`src/rtl/shiftreg_chain_reader.sv`:
```
`default_nettype none
// ============================================================================
// Module   : shiftreg_chain_reader
// Purpose  : Scans an external 74HC165-style parallel-in/serial-out chain.
//            Each scan pulses the parallel load, lets the chain settle, then
//            clocks WIDTH bits out of the chain MSB-first. The frame is
//            presented as a parallel word behind a valid/ready handshake.
// Revision : 1.0 - initial release
// ----------------------------------------------------------------------------
// Parameters:
//   WIDTH    - number of bits in the external chain (2..32)
//   CLK_DIV  - system clocks per sclk half-period; also the length of the
//              load and settle phases (>= 3)
// Ports:
//   clk      in   system clock
//   rst_n    in   asynchronous active-low reset
//   start    in   request one scan (honoured only when idle)
//   sclk     out  chain shift clock (chain shifts on its rising edge)
//   pl_n     out  chain parallel load, active low
//   sdi      in   chain serial output (Q7), asynchronous to clk
//   data     out  captured frame, MSB = first bit shifted out
//   valid    out  data holds an unconsumed frame
//   ready    in   consumer accepts data when valid && ready
//   busy     out  scan in progress
//   overrun  out  sticky: a completed frame was dropped
// Build option:
//   SHIFTREG_READER_CONT_EN - free-running scan; start is ignored and a new
//                             scan begins as soon as the previous one ends.
// ============================================================================
module shiftreg_chain_reader #(
  parameter int WIDTH   = 16,
  parameter int CLK_DIV = 4
) (
  input  logic             clk,
  input  logic             rst_n,
  input  logic             start,
  output logic             sclk,
  output logic             pl_n,
  input  logic             sdi,
  output logic [WIDTH-1:0] data,
  output logic             valid,
  input  logic             ready,
  output logic             busy,
  output logic             overrun
);

  localparam int DIV_W = $clog2(CLK_DIV);
  localparam int CNT_W = $clog2(WIDTH + 1);
  localparam logic [DIV_W-1:0] DIV_LAST = DIV_W'(CLK_DIV - 1);
  localparam logic [CNT_W-1:0] CNT_LAST = CNT_W'(WIDTH - 1);

  typedef enum logic [2:0] {
    S_IDLE   = 3'd0,
    S_LOAD   = 3'd1,
    S_SETTLE = 3'd2,
    S_LOW    = 3'd3,
    S_HIGH   = 3'd4,
    S_DONE   = 3'd5
  } state_t;

  state_t           state;
  logic [DIV_W-1:0] div_cnt;
  logic [CNT_W-1:0] bit_cnt;
  logic [WIDTH-1:0] shreg;
  logic             sdi_meta;
  logic             sdi_sync;
  logic             phase_end;

`ifdef SHIFTREG_READER_CONT_EN
  // start has no function in free-running mode.
  logic unused_start;
  assign unused_start = start;
`endif

  // sdi comes from off-chip and is asynchronous to clk.
  always_ff @(posedge clk or negedge rst_n) begin
    if (!rst_n) begin
      sdi_meta <= 1'b0;
      sdi_sync <= 1'b0;
    end else begin
      sdi_meta <= sdi;
      sdi_sync <= sdi_meta;
    end
  end

  assign phase_end = (div_cnt == DIV_LAST);

  // All chain-facing outputs are updated on the same edge as the state
  // transition that needs them, so they come straight from flops.
  always_ff @(posedge clk or negedge rst_n) begin
    if (!rst_n) begin
      state   <= S_IDLE;
      div_cnt <= '0;
      bit_cnt <= '0;
      shreg   <= '0;
      sclk    <= 1'b0;
      pl_n    <= 1'b1;
      data    <= '0;
      valid   <= 1'b0;
      busy    <= 1'b0;
      overrun <= 1'b0;
    end else begin
      // Consumption; a DONE reload later in this block takes precedence.
      if (valid && ready) begin
        valid <= 1'b0;
      end

      case (state)
        S_IDLE: begin
          div_cnt <= '0;
`ifdef SHIFTREG_READER_CONT_EN
          state <= S_LOAD;
          pl_n  <= 1'b0;
          busy  <= 1'b1;
`else
          if (start) begin
            state <= S_LOAD;
            pl_n  <= 1'b0;
            busy  <= 1'b1;
          end
`endif
        end

        S_LOAD: begin
          if (phase_end) begin
            div_cnt <= '0;
            state   <= S_SETTLE;
            pl_n    <= 1'b1;
          end else begin
            div_cnt <= div_cnt + 1'b1;
          end
        end

        S_SETTLE: begin
          if (phase_end) begin
            div_cnt <= '0;
            bit_cnt <= '0;
            state   <= S_LOW;
          end else begin
            div_cnt <= div_cnt + 1'b1;
          end
        end

        // Sample at the end of the low phase: the chain last shifted a full
        // high phase earlier, so the synchronized bit is long settled.
        S_LOW: begin
          if (phase_end) begin
            div_cnt <= '0;
            shreg   <= {shreg[WIDTH-2:0], sdi_sync};
            bit_cnt <= bit_cnt + 1'b1;
            if (bit_cnt == CNT_LAST) begin
              // Last bit taken: no trailing sclk edge, hence WIDTH-1 rises.
              state <= S_DONE;
            end else begin
              state <= S_HIGH;
              sclk  <= 1'b1;
            end
          end else begin
            div_cnt <= div_cnt + 1'b1;
          end
        end

        S_HIGH: begin
          if (phase_end) begin
            div_cnt <= '0;
            state   <= S_LOW;
            sclk    <= 1'b0;
          end else begin
            div_cnt <= div_cnt + 1'b1;
          end
        end

        S_DONE: begin
          if (!valid || ready) begin
            data  <= shreg;
            valid <= 1'b1;
          end else begin
            overrun <= 1'b1;
          end
          div_cnt <= '0;
`ifdef SHIFTREG_READER_CONT_EN
          state <= S_LOAD;
          pl_n  <= 1'b0;
`else
          state <= S_IDLE;
          busy  <= 1'b0;
`endif
        end

        default: begin
          state   <= S_IDLE;
          div_cnt <= '0;
          sclk    <= 1'b0;
          pl_n    <= 1'b1;
          busy    <= 1'b0;
        end
      endcase
    end
  end

endmodule
`default_nettype wire

```
`config.mk`:
```
export PLATFORM = sky130hd
export DESIGN_NAME = shiftreg_chain_reader
export DESIGN_NICKNAME = d
export VERILOG_FILES = /design/src/rtl/shiftreg_chain_reader.sv
export SDC_FILE = /design/constraint.sdc
export NUM_CORES = 1
export LEC_CHECK = 0
export CAP_MARGIN = 10
export CELL_PAD_IN_SITES_DETAIL_PLACEMENT = 0
export CELL_PAD_IN_SITES_GLOBAL_PLACEMENT = 2
export CORE_MARGIN = 4
export CORE_UTILIZATION = 38
export CTS_CLUSTER_DIAMETER = 80
export CTS_CLUSTER_SIZE = 8
export DETAILED_ROUTE_END_ITERATION = 8
export GPL_ROUTABILITY_DRIVEN = 0
export PLACE_DENSITY = 0.87
export SYNTH_ARGS = -nofsm -noshare
export SYNTH_HDL_FRONTEND = slang
export SYNTH_SLANG_ARGS = --single-unit
```
`constraint.sdc`:
```
create_clock -name clk -period 1.96 [get_ports clk]
set_input_delay 0.392 -clock clk [delete_from_list [all_inputs] [get_ports clk]]
set_output_delay 0.392 -clock clk [all_outputs]
set_load 0.05 [all_outputs]
```
# ---- Yosys cells after proc, flatten, opt, wreduce, memory -nomap -nowiden
# Cells that the tools add are included.
dict set report classes {
  addsub 2
  n_mul 0
  n_div 0
  n_lt_le_gt_ge 0
  eq_ne 14
  n_shift 0
  muxes 23
  n_bitwise 4
  reduce_logical 17
}
# operator n
set ops {}
lappend ops {{3-bit two-way mux} 4}
lappend ops {{2-bit inequality test (second input constant)} 6}
lappend ops {{3-bit one-hot mux with 4 select lines} 1}
lappend ops {{4-bit OR reduction} 3}
lappend ops {{1-bit two-way mux} 10}
lappend ops {{5-bit two-way mux} 2}
lappend ops {{5-bit one-hot mux with 2 select lines} 1}
lappend ops {{2-bit AND reduction} 4}
lappend ops {{4-bit AND reduction} 2}
lappend ops {{3-bit by 2-bit == test with 1-bit output (second input constant)} 2}
lappend ops {{3-bit == test (second input constant)} 2}
lappend ops {{1-bit one-hot mux with 3 select lines} 2}
lappend ops {{3-bit AND reduction} 2}
lappend ops {{5-bit by 1-bit adder with 5-bit output (second input constant)} 1}
lappend ops {{5-bit by 4-bit == test with 1-bit output (second input constant)} 1}
lappend ops {{2-bit two-way mux} 2}
lappend ops {{1-bit inverter} 4}
lappend ops {{3-bit by 1-bit == test with 1-bit output (second input constant)} 1}
lappend ops {{3-bit logical NOT} 1}
lappend ops {{2-bit by 1-bit adder with 2-bit output (second input constant)} 1}
lappend ops {{2-bit == test (second input constant)} 1}
lappend ops {{2-bit by 1-bit inequality test with 1-bit output (second input constant)} 1}
lappend ops {{1-bit one-hot mux with 2 select lines} 1}
lappend ops {{2-bit nonzero test} 1}
lappend ops {{4 further kinds} 4}
dict set report totals {
  regBits 49
  latchBits 0
  ram_bits 0
  mem_bits_ro 0
  in_bits 5
  word_cells 72
  n_memories 0
}

# ---- Logic depth before layout (Yosys ltp)
dict set report depth {
  depth_word 4
  mapped_depth 5
}

# ---- Worst setup path after synthesis
# Ideal clock, no wire load.
dict set report synth_path {
  path_type {reg-to-reg}
  from {reg valid}
  to {reg data[0]}
  setup_time_ps 125
  arrival_ps 1451
  slack_ps 384
  path_stages_with_launch 6
  n_path_buf 2
  path_cell_list {dfrtp_1 > nand2b_1 > nor2b_1 > buf_6 > buf_12 > mux2_4}
}
dict set report synth_between {
  elab_chain_cells 3
}
# element line
set synth_rtl {}
lappend synth_rtl {{start: declaration} 41} ;# output logic valid,
lappend synth_rtl {{start signal: assignment} 99} ;# valid <= 1'b0;
lappend synth_rtl {{start signal: assignment} 105} ;# valid <= 1'b0;
lappend synth_rtl {{start signal: assignment} 176} ;# valid <= 1'b1;
lappend synth_rtl {{1-bit logical NOT} 174} ;# if (!valid || ready) begin
lappend synth_rtl {{1-bit logical OR} 174}
lappend synth_rtl {{2-bit AND reduction (no line)} -}
lappend synth_rtl {{end signal: assignment} 175} ;# data <= shreg;
lappend synth_rtl {{end: declaration} 40} ;# output logic [WIDTH-1:0] data,
# Every way passes these cells.
# A chain may end at the register's enable or synchronous reset.

# ---- Final worst setup path
dict set report layout_path {
  from {reg busy}
  to {out busy}
}
# element line
set layout_rtl {}
lappend layout_rtl {{start: declaration} 43} ;# output logic busy,
lappend layout_rtl {{start signal: assignment} 100} ;# busy <= 1'b0;
lappend layout_rtl {{start signal: assignment} 119} ;# busy <= 1'b1;
lappend layout_rtl {{start signal: assignment} 186} ;# busy <= 1'b0;
# No word-level cell between the ends.

==> results_dict.tcl <==
set metrics [dict create \
    num_vias 1164 \
    worst_path_largest_cell_delay_ns 0.82 \
    syn_nets 154 \
    max_cap_viol_count 0 \
    finalSetupViolations 0 \
    clk_pin_slew_ns 0.08 \
    synth_top_area_share_pct 57.2 \
    finalWirelength_mm 3.36 \
    power-per-cell-area_nw_per_um2 670 \
    peakVddDrop_mv 0.306 \
    rsz0062_at_grt "false" \
    die_h_um 82.3 \
    drive_gt1_share_pct 28.0 \
    syn2layout_area_growth_pct 18.8 \
    ys.flop_type "dfrtp_1" \
    insertion_delay_ns 0.30 \
    yosys-top-cells-count "dfrtp_1 (48), mux2_4 (26), nand2_1 (9)" \
    cp-end-kind "primary output" \
    p_int_w 0.00132 \
    cts_made_buffers 5 \
    p_leak_nw 1.20 \
    grt_first_pass_wirelength_mm 5.74 \
    wire_per_inst_um 13.7 \
    ys_async_sr_fraction_pct 100 \
    switching_share_pct 21.1 \
    synth.area.top_cells "dfrtp_1 (57%), mux2_4 (19%), mux2_2 (3.2%)" \
    tns_ns 0 \
    path_cells "clkdlybuf4s50_1" \
    die_w_um 82.3 \
    p_comb_share_pct 2.1 \
    fill_cells 470 \
    crit_slowest_cell "clkdlybuf4s50_1" \
    postRouteAntennaNets 0 \
    rows 26 \
    worst_slew_pin_slew_ns 0.604 \
    first_global_vias 1226 \
    core_area_um2 5240 \
    avgSynthCellArea_um2 14.4 \
    power_switching_w 0.000353 \
    dp_hpwl_mm 2.25 \
    worstPathMaxFanout 3 \
    worst_ep_arrival_time_ns 1.50 \
    whs_ns 0.181 \
    finalHoldViolations 0 \
    cts_resized 0 \
    antenna_found_initial 0 \
    drt-initial-drc-count 36 \
    portBuffers 25 \
    cts_tree "done" \
    power_frac_seq_pct 61.2 \
    clock_sinks 49 \
    critPathLaunchType "register" \
    status "finished clean" \
    syn_area_um2 2100 \
    fin_skew_ns 0.00755 \
    cp.buffers_inverters 1 \
    post-route-period-util_pct 96.4 \
    globalRouteOverflowTotal 0 \
    viasPerCell 4.75 \
    ys_ff_latch 49 \
    start_util_pct 40.1 \
    synth-edff-count 0 \
    post_dp_cell_area_um2 2400 \
    io_pins 26 \
    preCtsSetupSlack_ns 0.124 \
    htreeDepth 2 \
    post-cts-setup-buffer-count 0 \
    clk_path_buf_depth 2 \
    yosysTopAreaCell "dfrtp_1" \
    critical_path_class "reg2out" \
    ys_seq_area_share_pct 58.5 \
    timing.fmax_mhz 529 \
    netlist_instances 146 \
    yosysMostFrequentCell "dfrtp_1" \
    ys_warn_count 0 \
    synth.distinct_cells 31 \
    cts_hold_buf 0 \
    die_area_um2 6770 \
    crit_required_ns 1.57 \
    fin_nets 182 \
    p_clk_share_pct 36.7 \
    gr-usage-all-layers_pct 11.1 \
    min_period_ns 1.89 \
    slew_headroom_pct 59.8 \
    dr.pass1.iters 4 \
    final_area_um2 2490 \
    layout_setup_ws_ns 0.0702 \
    drcViolationCount 0 \
    grt_max_degree 50 \
    final_max_slew_viol_count 0 \
    diodes 0 \
    root_buffer "clkbuf_8" \
    crit_family "buffers and inverters" \
    hold_class "in2async" \
]
[flip-flops by register name, indices dropped and copies added (netlist names)]
signal	count
div_cnt	2
data	16
state	3
overrun	1
bit_cnt	5
sdi_sync	1
sclk	1
busy	1
valid	1
sdi_meta	1
pl_n	1
shreg	16
[metal layers]
metal  part of all wire (%)  GRT usage (%)
met1                     47           13.6
met3                    3.6           3.58
met5                      0              0
met2                     48           18.2
met4                    1.4           4.32
[power by group through the flow]
stage	Combinational (W)	Clock, W	Sequential [W]
after floorplan	0.00000819	0	0.00104
after global placement	0.0000365	0	0.00104
after detailed placement	0.0000375	0	0.00104
after CTS	0.0000376	0.000641	0.00102
after global routing	0.0000411	0.000676	0.00102
final	0.0000355	0.000613	0.00102
[area by class of cell]
class	count	area, um2	area share [%]
repair buffers	27	270	10.8
clock inverters	2	13.8	0.552
flip-flops and latches	49	1230	49.2
well taps	70	87.6	3.51
multi-input cells	86	793	31.8
inverters	5	18.8	0.753
clock buffers	6	82.6	3.31
[layout by cell type, fill, tap and decap left out, types with 4 or more instances in the layout]
cell | netlist | routed
nand2_1 | 9 | 9
dfrtp_1 | 48 | 48
inv_1 | 5 | 5
a21oi_1 | 4 | 4
nor2_1 | 5 | 5
mux2_4 | 26 | 26
clkbuf_8 | 0 | 6
o21ai_0 | 5 | 5
clkdlybuf4s50_1 | 0 | 23
nand3_1 | 6 | 6
mux2_2 | 6 | 6
[through the flow]
stage | cells | power, W | utilization (%)
after global placement | 237 | 0.00108 | 45.8
after detailed placement | 237 | 0.00108 | 45.8
final | 245 | 0.00167 | 47.6
after global routing | 245 | 0.00174 | 47.6
after CTS | 245 | 0.00170 | 47.6
after floorplan | 146 | 0.00105 | -
[cell families after synthesis]
kind of cell,share of synthesized area (%)
flip-flops,58.5
AND/OR/NAND/NOR,9.00
multiplexers,21.8
AO/OA/AOI/OAI,4.23
buffers and inverters,3.82
adder cells (fa/ha/maj),1.79
XOR/XNOR,0.835
[path summary, 6_finish.rpt]
path	slack, ns	from	to	depth (start not counted)
min	0.18	rst_n	shreg[12]$_DFFE_PN0P_	2
min reg2reg	0.36	sdi_meta$_DFF_PN0_	sdi_sync$_DFF_PN0_	0
max	0.07	busy$_DFFE_PN0P_	busy	1
max in group asynchronous	1.37	rst_n	state[0]$_DFFE_PN0P_	2
max reg2reg	0.31	div_cnt[0]$_DFF_PN0_	shreg[10]$_DFFE_PN0P_	4
min in group clk	0.36	sdi_meta$_DFF_PN0_	sdi_sync$_DFF_PN0_	0
No activity file was read; power rests on OpenSTA's default activity.
